## src/rtl/mtx_mem_pkg.sv

```systemverilog
// Shared types for the MTX512 SDRAM request path: grant owner, arbiter state, default address width.
// Pure definitions, no logic.
package mtx_mem_pkg;

  localparam int MEM_ADDR_W = 24;

  typedef enum logic [2:0] {
    G_NONE,
    G_REF,
    G_DL,
    G_VID,
    G_CPU
  } grant_t;

  typedef enum logic [1:0] {
    IDLE,
    BUSY,
    RELEASE
  } arb_state_t;

endpackage

```

## src/rtl/sdram_refresh_timer.sv

```systemverilog
// Refresh deadline down-counter: loads INTERVAL-1, counts every cycle, holds at zero with due high.
// Reload takes effect on the next edge; due is combinational from the count.
module sdram_refresh_timer #(
  parameter int INTERVAL = 390
) (
  input  logic clk_sys,
  input  logic reset_n,
  input  logic reload,
  output logic due
);

  localparam int CW = (INTERVAL > 1) ? $clog2(INTERVAL + 1) : 1;
  localparam logic [CW-1:0] LOAD = CW'(INTERVAL - 1);

  logic [CW-1:0] cnt;

  always_ff @(posedge clk_sys or negedge reset_n) begin
    if (!reset_n) begin
      cnt <= LOAD;
    end else if (reload) begin
      cnt <= LOAD;
    end else if (cnt != '0) begin
      cnt <= cnt - 1'b1;
    end
  end

  assign due = (cnt == '0);

endmodule

```

## src/rtl/sdram_arbiter.sv

```systemverilog
// Serialises download, CPU and video accesses plus auto-refresh onto one SDRAM controller port.
// Grant one cycle after req in IDLE; ack one cycle after mem_ready; one RELEASE cycle between accesses.
module sdram_arbiter
  import mtx_mem_pkg::*;
#(
  parameter int ADDR_W           = MEM_ADDR_W,
  parameter int REFRESH_INTERVAL = 390
) (
  input  logic              clk_sys,
  input  logic              reset_n,
  input  logic              dl_req,
  input  logic [ADDR_W-1:0] dl_addr,
  input  logic [7:0]        dl_din,
  output logic              dl_ack,
  input  logic              cpu_req,
  input  logic              cpu_we,
  input  logic [ADDR_W-1:0] cpu_addr,
  input  logic [7:0]        cpu_din,
  output logic [7:0]        cpu_dout,
  output logic              cpu_ack,
  input  logic              vid_req,
  input  logic [ADDR_W-1:0] vid_addr,
  output logic [7:0]        vid_dout,
  output logic              vid_ack,
  output logic              mem_req,
  output logic              mem_refresh,
  output logic              mem_we,
  output logic [ADDR_W-1:0] mem_addr,
  output logic [7:0]        mem_din,
  input  logic [7:0]        mem_dout,
  input  logic              mem_ready
);

  arb_state_t state;
  grant_t     grant;
  grant_t     winner;
  logic       last_cpu;
  logic       refresh_due;
  logic       reload;

  assign reload = (state == BUSY) && mem_ready && (grant == G_REF);

  sdram_refresh_timer #(
    .INTERVAL(REFRESH_INTERVAL)
  ) u_refresh_timer (
    .clk_sys(clk_sys),
    .reset_n(reset_n),
    .reload (reload),
    .due    (refresh_due)
  );

  // Video wins a tie unless it was the last of the pair served.
  always_comb begin
    winner = G_NONE;
    if (refresh_due) begin
      winner = G_REF;
    end else if (dl_req) begin
      winner = G_DL;
    end else if (vid_req && (!cpu_req || last_cpu)) begin
      winner = G_VID;
    end else if (cpu_req) begin
      winner = G_CPU;
    end
  end

  always_ff @(posedge clk_sys or negedge reset_n) begin
    if (!reset_n) begin
      state       <= IDLE;
      grant       <= G_NONE;
      last_cpu    <= 1'b1;
      mem_req     <= 1'b0;
      mem_refresh <= 1'b0;
      mem_we      <= 1'b0;
      mem_addr    <= '0;
      mem_din     <= '0;
      dl_ack      <= 1'b0;
      cpu_ack     <= 1'b0;
      vid_ack     <= 1'b0;
      cpu_dout    <= '0;
      vid_dout    <= '0;
    end else begin
      dl_ack  <= 1'b0;
      cpu_ack <= 1'b0;
      vid_ack <= 1'b0;
      case (state)
        IDLE: begin
          if (winner != G_NONE) begin
            grant   <= winner;
            mem_req <= 1'b1;
            state   <= BUSY;
            case (winner)
              G_REF: begin
                mem_refresh <= 1'b1;
                mem_we      <= 1'b0;
              end
              G_DL: begin
                mem_addr <= dl_addr;
                mem_din  <= dl_din;
                mem_we   <= 1'b1;
              end
              G_VID: begin
                mem_addr <= vid_addr;
                mem_we   <= 1'b0;
                last_cpu <= 1'b0;
              end
              G_CPU: begin
                mem_addr <= cpu_addr;
                mem_din  <= cpu_din;
                mem_we   <= cpu_we;
                last_cpu <= 1'b1;
              end
              default: ;
            endcase
          end
        end
        BUSY: begin
          if (mem_ready) begin
            mem_req     <= 1'b0;
            mem_refresh <= 1'b0;
            state       <= RELEASE;
            case (grant)
              G_DL:  dl_ack <= 1'b1;
              G_VID: begin
                vid_ack  <= 1'b1;
                vid_dout <= mem_dout;
              end
              G_CPU: begin
                cpu_ack <= 1'b1;
                if (!mem_we) cpu_dout <= mem_dout;
              end
              default: ;
            endcase
          end
        end
        RELEASE: begin
          state <= IDLE;
          grant <= G_NONE;
        end
        default: state <= IDLE;
      endcase
    end
  end

endmodule

```

## config.mk

```make
export PLATFORM = sky130hd
export DESIGN_NAME = sdram_arbiter
export DESIGN_NICKNAME = d
export VERILOG_FILES = /design/src/rtl/mtx_mem_pkg.sv /design/src/rtl/sdram_refresh_timer.sv /design/src/rtl/sdram_arbiter.sv
export SDC_FILE = /design/constraint.sdc
export NUM_CORES = 1
export LEC_CHECK = 0
export CAP_MARGIN = 20
export CORE_MARGIN = 2
export CORE_UTILIZATION = 41
export CTS_BUF_LIST = sky130_fd_sc_hd__clkbuf_8
export DETAILED_ROUTE_END_ITERATION = 16
export GPL_TIMING_DRIVEN = 0
export PLACE_DENSITY = 0.82
export RECOVER_POWER = 25
export SYNTH_ARGS = -nofsm -noshare
export SYNTH_HDL_FRONTEND = slang
export SYNTH_SLANG_ARGS = --single-unit
```

## constraint.sdc

```tcl
create_clock -name clk_sys -period 2.48 [get_ports clk_sys]
set_input_delay 0.62 -clock clk_sys [delete_from_list [all_inputs] [get_ports clk_sys]]
set_output_delay 0.62 -clock clk_sys [all_outputs]
set_load 0.05 [all_outputs]
```

==> run_results.csv, run 1 <==
group,metric,value,unit
status,outcome,"finished, violations left",
status,violations,"max-capacitance violations, max-slew violations",
drt,drt_iter0_markers,280,
worst_setup_path,maximum_net_fanout_on_the_critical_path,10,
global_routing,grt_overflow,0,
place,io_buffer_count,155,
worst_setup_path,critPathLaunchType,"input pin",
synth,syn_nets,385,
worst_setup_path,worst_setup_path_end_kind,"register",
synth,synth_cell_types,40,
drt,routed_wl_per_cell,17.3,µm
global_routing,grtUsageTotal,0.228,
drt,totalWireLength,9520,µm
synth,syn_area,3130,µm²
synth,syn_inst,280,
timing,fin_worst_hold_slack,0.511,ns
worst_setup_path,max_stage_delay,0.59,ns
drt,drc_errors,0,
drt,antenna_violating_nets_post_route,0,
timing,rsz0062_at_grt,"false",
worst_hold_path,timing.hold.worst.start,"vid_dout[1]",
timing,finalWorstSetupSlack,0.122,ns
timing,timing.final.hold_violations,0,
synth,post-synth-top-area-cell,"sky130_fd_sc_hd__dfrtp_1",
synth,ys_seq_elements,69,
place,hpwl,6830,µm
place,finalWeightedCongestion,0.822,
drt,number_of_iterations_in_the_first_detailed_routing_pass,6,
synth,yosysWarnings,0,
worst_setup_path,regToRegEndpoint,"mem_addr[6]",
synth,netlist.area_leader.share,0.512,
worst_setup_path,crit-reg2reg-launch,"u_refresh_timer.cnt[0]",
clock_tree,clock_tree.root_cell,"sky130_fd_sc_hd__clkbuf_8",
timing,min_period_over_period,0.951,
cells_and_area,area_delta_synth_final,61.8,%
worst_hold_path,whs_endpoint,"vid_dout[1]",
clock_tree,max_h_tree_level,3,
timing,tightest_slew,1.68,ns
timing,max_clock_freq,0.424,GHz
worst_setup_path,worst-endpoint-arrival,2.62,ns
die,fp.dieArea,8340,µm²
worst_setup_path,critical-path-top-delay-family,"buffers and inverters",
clock_tree,clock_sink_count,69,
worst_setup_path,crit_type,"in2reg",
cells_and_area,num-nets-final,551,
synth,post_synth_main_area_contributors,"sky130_fd_sc_hd__dfrtp_1 51%, sky130_fd_sc_hd__a222oi_1 7.7%, sky130_fd_sc_hd__mux2_2 5.8%",
clock_tree,clock_transition_at_the_registers_of_the_reported_paths,0.07,ns
worst_hold_path,whs_path_depth,1,
timing,worst_slew_margin_rel,-0.118,
synth,synth_sequential_area_ratio,0.554,
clock_tree,worst_skew_pair.late_latency,0.35,ns
global_routing,grt_pass1_vias,3141,
timing,drv_slew,70,
drt,routed-via-count,3074,
timing,count_of_endpoints_failing_setup_in_the_final_report,0,
worst_setup_path,worst-endpoint-required,2.74,ns
die,die-width,91.3,µm
timing,final.min_clock_period,2.36,ns
clock_tree,ctsLongestPathBuffers,2,
worst_setup_path,critPathBufInv,3,
clock_tree,tritoncts,"built",
synth,postSynthAreaPerCell,11.2,µm²
pwr,irDropWorstVdd,0.000587,V
cells_and_area,layout-drive-gt1-share,0.124,
worst_setup_path,slowest_stage,"sky130_fd_sc_hd__clkdlybuf4s50_1",
worst_hold_path,hold_path_class,"reg2reg",
run,maxCapViolations,1,
pwr,power-per-cell-area,1260,nW/µm²
worst_setup_path,reg2reg_slack,0.15,ns
worst_setup_path,worstRegToRegCells,7,
global_routing,wire_length_of_the_first_global_routing_pass,15200,µm
die,floorplan.rows,31,
place,dp_worst_setup_slack,-0.325,ns
die,dieHeight,91.3,µm
pwr,static-leakage-power,2.05,nW
global_routing,largest_net_degree_at_the_start_of_global_routing,70,
timing,worst_clock_skew,0.0140,ns
die,coreArea,7330,µm²
global_routing,antenna_found_initial,1,
drt,drt-vias-per-instance,5.58,
worst_setup_path,path_cells,"clkdlybuf4s50_1, inv_1, nor3_4, clkbuf_1, a222oi_1, a21oi_1",
clock_tree,cts_inserted_buffers,9,
die,floorplan.initialDensity,0.427,
die,top_level_ports,157,
cells_and_area,utilization_of_the_core_after_routing,0.690,
## synth_stat cells, drive strengths merged
master    n
dfrtp    64
nor2     39
a21oi    27
a222oi   24
mux2     16
nand2    12
a2bb2oi  10
clkbuf   10
o22ai    10
inv       8
buf       7
dfstp     5
a211oi    4
a22o      4
nand3     4
o21ai     4
xnor2     4
a2111oi   3
nor4b     3
a21boi    2
ha        2
mux2i     2
nand3b    2
nor2b     2
nor3      2
nor4      2
a21o      1
a31oi     1
and2      1
clkinv    1
o211a     1
o221a     1
or3b      1
or4       1
## what timing repair did
| item | in CTS | in global routing |
|---|---|---|
| hold buffers | 0 | 0 |
| pin swaps | 0 | 0 |
| setup endpoints to repair | 13 | 22 |
| resized for setup | 2 | 6 |
| setup buffers | 0 | 0 |
## area by class of cell
class,count,area [µm²]
antenna,1,2.50
buffer,17,76.3
clock buffer,10,138
clock inverter,6,93.8
fill,538,2270
inverter,9,33.8
multi-input combinational,185,1310
sequential,69,1730
tap,99,124
timing repair buffer,155,1550
## cells by family after synthesis
family	synth area share
fa+ha+maj	0.00800
compound gates	0.223
simple gates	0.106
xor+xnor	0.0112
mux	0.0640
flops	0.554
buf+inv	0.0340
## flip-flops by register name, indices dropped and copies added (netlist names)
signal               count
mem_addr                24
state                    2
mem_din                  8
dl_ack                   1
vid_ack                  1
grant                    3
mem_req                  1
cpu_dout                 8
cpu_ack                  1
mem_we                   1
vid_dout                 8
last_cpu                 1
u_refresh_timer.cnt      9
mem_refresh              1
## worst max-delay path by stage
stage | startpoint | end | slack, ns | depth (start not counted)
3_5_place_dp | vid_req | mem_addr[6] | -0.33 | 6
4_1_cts | u_refresh_timer.cnt[0] | mem_addr[6] | 0.01 | 7
2_1_floorplan | u_refresh_timer.cnt[0] | mem_addr[10] | 0.45 | 7
6_report | vid_req | mem_addr[6] | 0.12 | 6
5_1_grt | vid_req | mem_addr[18] | 0.03 | 6
3_3_place_gp | reset_n | mem_addr[9] | -1.54 | 1
## cells in the final DEF (no fill, tap or decap), drive strengths merged, types with 2 or more instances in the layout
master           n
o22ai           10
a211oi           4
xnor2            4
dfrtp           64
nor4b            3
mux2            16
nand3b           2
nand2           12
buf              7
nand3            4
clkbuf          21
a2bb2oi         10
mux2i            2
ha               2
a2111oi          3
dfstp            5
inv              9
nor2b            2
o21ai            4
nor3             2
clkinv           3
nor2            39
clkdlybuf4s50  154
nor4             2
a22o             4
a21oi           27
a21boi           2
bufinv           2
a222oi          24
## stage by stage
step	total power, mW	setup TNS [ns]	std cells	area (µm²)
after floorplan	4.10	0	280	3130
after global placement	5.26	-108.53	534	4800
after detailed placement	5.32	-8.14	534	4800
after CTS	6.39	0	550	5030
after global routing	6.69	0	551	5060
final	6.38	0	551	5060
## per-layer routing
layer	wire length, µm	track usage	vias up
li1	-	-	1411
met1	3680	0.277	1477
met2	4760	0.371	163
met3	809	0.0622	23
met4	263	0.116	0
met5	0	0	-
## power by group
part	switching, mW	internal (mW)
Clock	0.451	0.600
Combinational	2.10	1.24
Sequential	0.353	1.64
Total	2.90	3.48
## worst reg2reg max path, delay by kind of cell (launching register included)
kind	cells	cell delay [ns]
compound gates	2	0.63
fa+ha+maj	1	0.19
buf+inv	3	0.65
flops	1	0.56
simple gates	1	0.17
Note: power is estimated with default switching activity, not from simulation.
==> run 2, diff against run 1 <==
--- a/config.mk
+++ b/config.mk
@@ -13,6 +13,7 @@
 export GPL_TIMING_DRIVEN = 0
 export PLACE_DENSITY = 0.82
 export RECOVER_POWER = 25
+export SETUP_SLACK_MARGIN = 0.1
 export SYNTH_ARGS = -nofsm -noshare
 export SYNTH_HDL_FRONTEND = slang
 export SYNTH_SLANG_ARGS = --single-unit
==> run 2 against run 1 <==
Against the previous run:
- the flow still finishes with violations (max-capacitance violations, max-slew violations)
- worst setup slack improved by 0.091 ns
- critical endpoint unchanged
- clock skew increased by 0.0016 ns
- sequential power about the same
- sequential share of layout area decreased by 0.17 points
==> run_results.csv, run 2 (synthesis gave the netlist of run 1 again) <==
group,metric,value,unit
cells_and_area,largest_register,"mem_addr",
timing,count_of_endpoints_failing_setup_in_the_final_report,0,
clock_tree,worst_skew_pair.late_latency,0.35,ns
cells_and_area,layout_commonest_cell,"sky130_fd_sc_hd__clkdlybuf4s50_1",
worst_setup_path,worst-endpoint-required,2.74,ns
clock_tree,clock_transition_at_the_registers_of_the_reported_paths,0.09,ns
die,floorplan.initialDensity,0.427,
drt,drt_iter0_markers,271,
drt,number_of_iterations_in_the_first_detailed_routing_pass,5,
timing,max_clock_freq,0.441,GHz
worst_setup_path,critPathLaunchType,"register",
timing,tightest_slew,1.68,ns
worst_setup_path,regToRegEndpoint,"mem_addr[6]",
clock_tree,cts-hold-fix-buffers,0,
cells_and_area,num-nets-final,551,
pwr,static-leakage-power,2.06,nW
worst_setup_path,reg2reg_slack,0.21,ns
die,dieHeight,91.3,µm
status,violations,"max-capacitance violations, max-slew violations",
place,finalWeightedCongestion,0.822,
cells_and_area,layout_common_cells,"154 x sky130_fd_sc_hd__clkdlybuf4s50_1, 64 x sky130_fd_sc_hd__dfrtp_1, 39 x sky130_fd_sc_hd__nor2_1, 27 x sky130_fd_sc_hd__a21oi_1, 24 x sky130_fd_sc_hd__a222oi_1",
cells_and_area,utilization_of_the_core_after_routing,0.694,
timing,worst_slew_margin_rel,-0.117,
cells_and_area,largest_register_ffs,24,
worst_hold_path,hold_path_class,"reg2reg",
worst_setup_path,crit_type,"reg2reg",
worst_setup_path,setup.worst_path.end,"mem_addr[6]",
clock_tree,ctsLongestPathBuffers,2,
global_routing,grt_overflow,0,
worst_setup_path,worst_setup_path_end_kind,"register",
die,die-width,91.3,µm
clock_tree,max_h_tree_level,3,
clock_tree,clock_sink_count,69,
drt,drc_errors,0,
timing,final.min_clock_period,2.27,ns
global_routing,grtUsageTotal,0.228,
die,top_level_ports,157,
worst_setup_path,worstRegToRegCells,8,
worst_setup_path,worst-endpoint-arrival,2.53,ns
run,maxCapViolations,1,
drt,routed-via-count,3041,
cells_and_area,area_delta_synth_final,62.6,%
drt,totalWireLength,9450,µm
global_routing,antenna_found_initial,1,
drt,drt-vias-per-instance,5.52,
pwr,power-per-cell-area,1260,nW/µm²
worst_setup_path,maximum_net_fanout_on_the_critical_path,10,
global_routing,largest_net_degree_at_the_start_of_global_routing,70,
timing,drv_slew,70,
cells_and_area,final_cell_area,5080,µm²
pwr,irDropWorstVdd,0.000613,V
die,fp.dieArea,8340,µm²
clock_tree,clock_tree.root_cell,"sky130_fd_sc_hd__clkbuf_8",
clock_tree,tritoncts,"built",
place,hpwl,6830,µm
clock_tree,cts_inserted_buffers,9,
worst_hold_path,whs_path_depth,1,
status,outcome,"finished, violations left",
cells_and_area,reg.largest.list,"mem_addr x24, u_refresh_timer.cnt x9",
cells_and_area,layout-drive-gt1-share,0.129,
global_routing,wire_length_of_the_first_global_routing_pass,15200,µm
die,floorplan.rows,31,
timing,timing.final.hold_violations,0,
worst_setup_path,crit_path_start,"u_refresh_timer.cnt[0]",
global_routing,grt_pass1_vias,3152,
drt,routed_wl_per_cell,17.1,µm
place,detailed_place.area,4800,µm²
worst_setup_path,crit-reg2reg-launch,"u_refresh_timer.cnt[0]",
timing,rsz0062_at_grt,"true",
die,coreArea,7330,µm²
timing,tns,0,ns
place,io_buffer_count,155,
timing,worst_clock_skew,0.0156,ns
timing,min_period_over_period,0.914,
drt,antenna_violating_nets_post_route,0,
-- run 2: cell counts in the layout (fill, tap and decap cells not counted) --
Identical to the previous run, type by type.
-- run 2: repair_timing --
action,4_1_cts,5_1_grt
pin swaps,0,2
resized for setup,5,10
setup buffers,0,0
setup endpoints to repair,21,29
-- run 2: critical path: stages (launching register included) --
cell and delay (ns):
sky130_fd_sc_hd__dfstp_2 0.55, sky130_fd_sc_hd__inv_1 0.07, sky130_fd_sc_hd__ha_1 0.19, sky130_fd_sc_hd__nor4b_2 0.18, sky130_fd_sc_hd__buf_2 0.20, sky130_fd_sc_hd__a211oi_4 0.39
sky130_fd_sc_hd__clkbuf_4 0.30, sky130_fd_sc_hd__a222oi_1 0.09, sky130_fd_sc_hd__a21oi_1 0.20
-- run 2: area by class of cell --
class | instances | area, µm²
Antenna cell | 1 | 2.50
Buffer | 17 | 82.6
Clock buffer | 10 | 138
Clock inverter | 6 | 93.8
Fill cell | 534 | 2250
Inverter | 9 | 33.8
Multi-Input combinational cell | 185 | 1330
Sequential cell | 69 | 1730
Tap cell | 99 | 124
Timing Repair Buffer | 155 | 1550
-- run 2: metal layers --
| metal | track usage | vias up | wire, µm |
|---|---|---|---|
| li1 | - | 1412 | - |
| met1 | 0.278 | 1460 | 3710 |
| met2 | 0.373 | 144 | 4700 |
| met3 | 0.0622 | 25 | 737 |
| met4 | 0.116 | 0 | 295 |
| met5 | 0 | - | 0 |
-- run 2: worst min path at each step --
stage,startpoint,end,slack [ns]
after floorplan,reset_n,cpu_ack,0.32
after global placement,vid_dout[1],vid_dout[1],0.49
after detailed placement,vid_dout[1],vid_dout[1],0.49
after CTS,reset_n,dl_ack,0.42
after global routing,cpu_dout[0],cpu_dout[0],0.53
final,vid_dout[1],vid_dout[1],0.51
-- run 2: power by group --
group	internal (mW)	leakage, nW	switching (mW)
clock network	0.600	0.113	0.453
registers	1.64	0.818	0.353
logic	1.25	1.13	2.10
total	3.49	2.06	2.91
-- run 2: metrics by stage --
| stage | hold WS (ns) | std cells | setup slack (ns) | power [mW] |
|---|---|---|---|---|
| detailed placement | 0.494 | 534 | -0.325 | 5.32 |
| global route | 0.531 | 551 | 0.0534 | 6.70 |
| floorplan | 0.324 | 280 | 0.454 | 4.10 |
| global placement | 0.487 | 534 | -1.54 | 5.26 |
| finish | 0.511 | 551 | 0.213 | 6.40 |
| CTS | 0.419 | 550 | 0.108 | 6.40 |
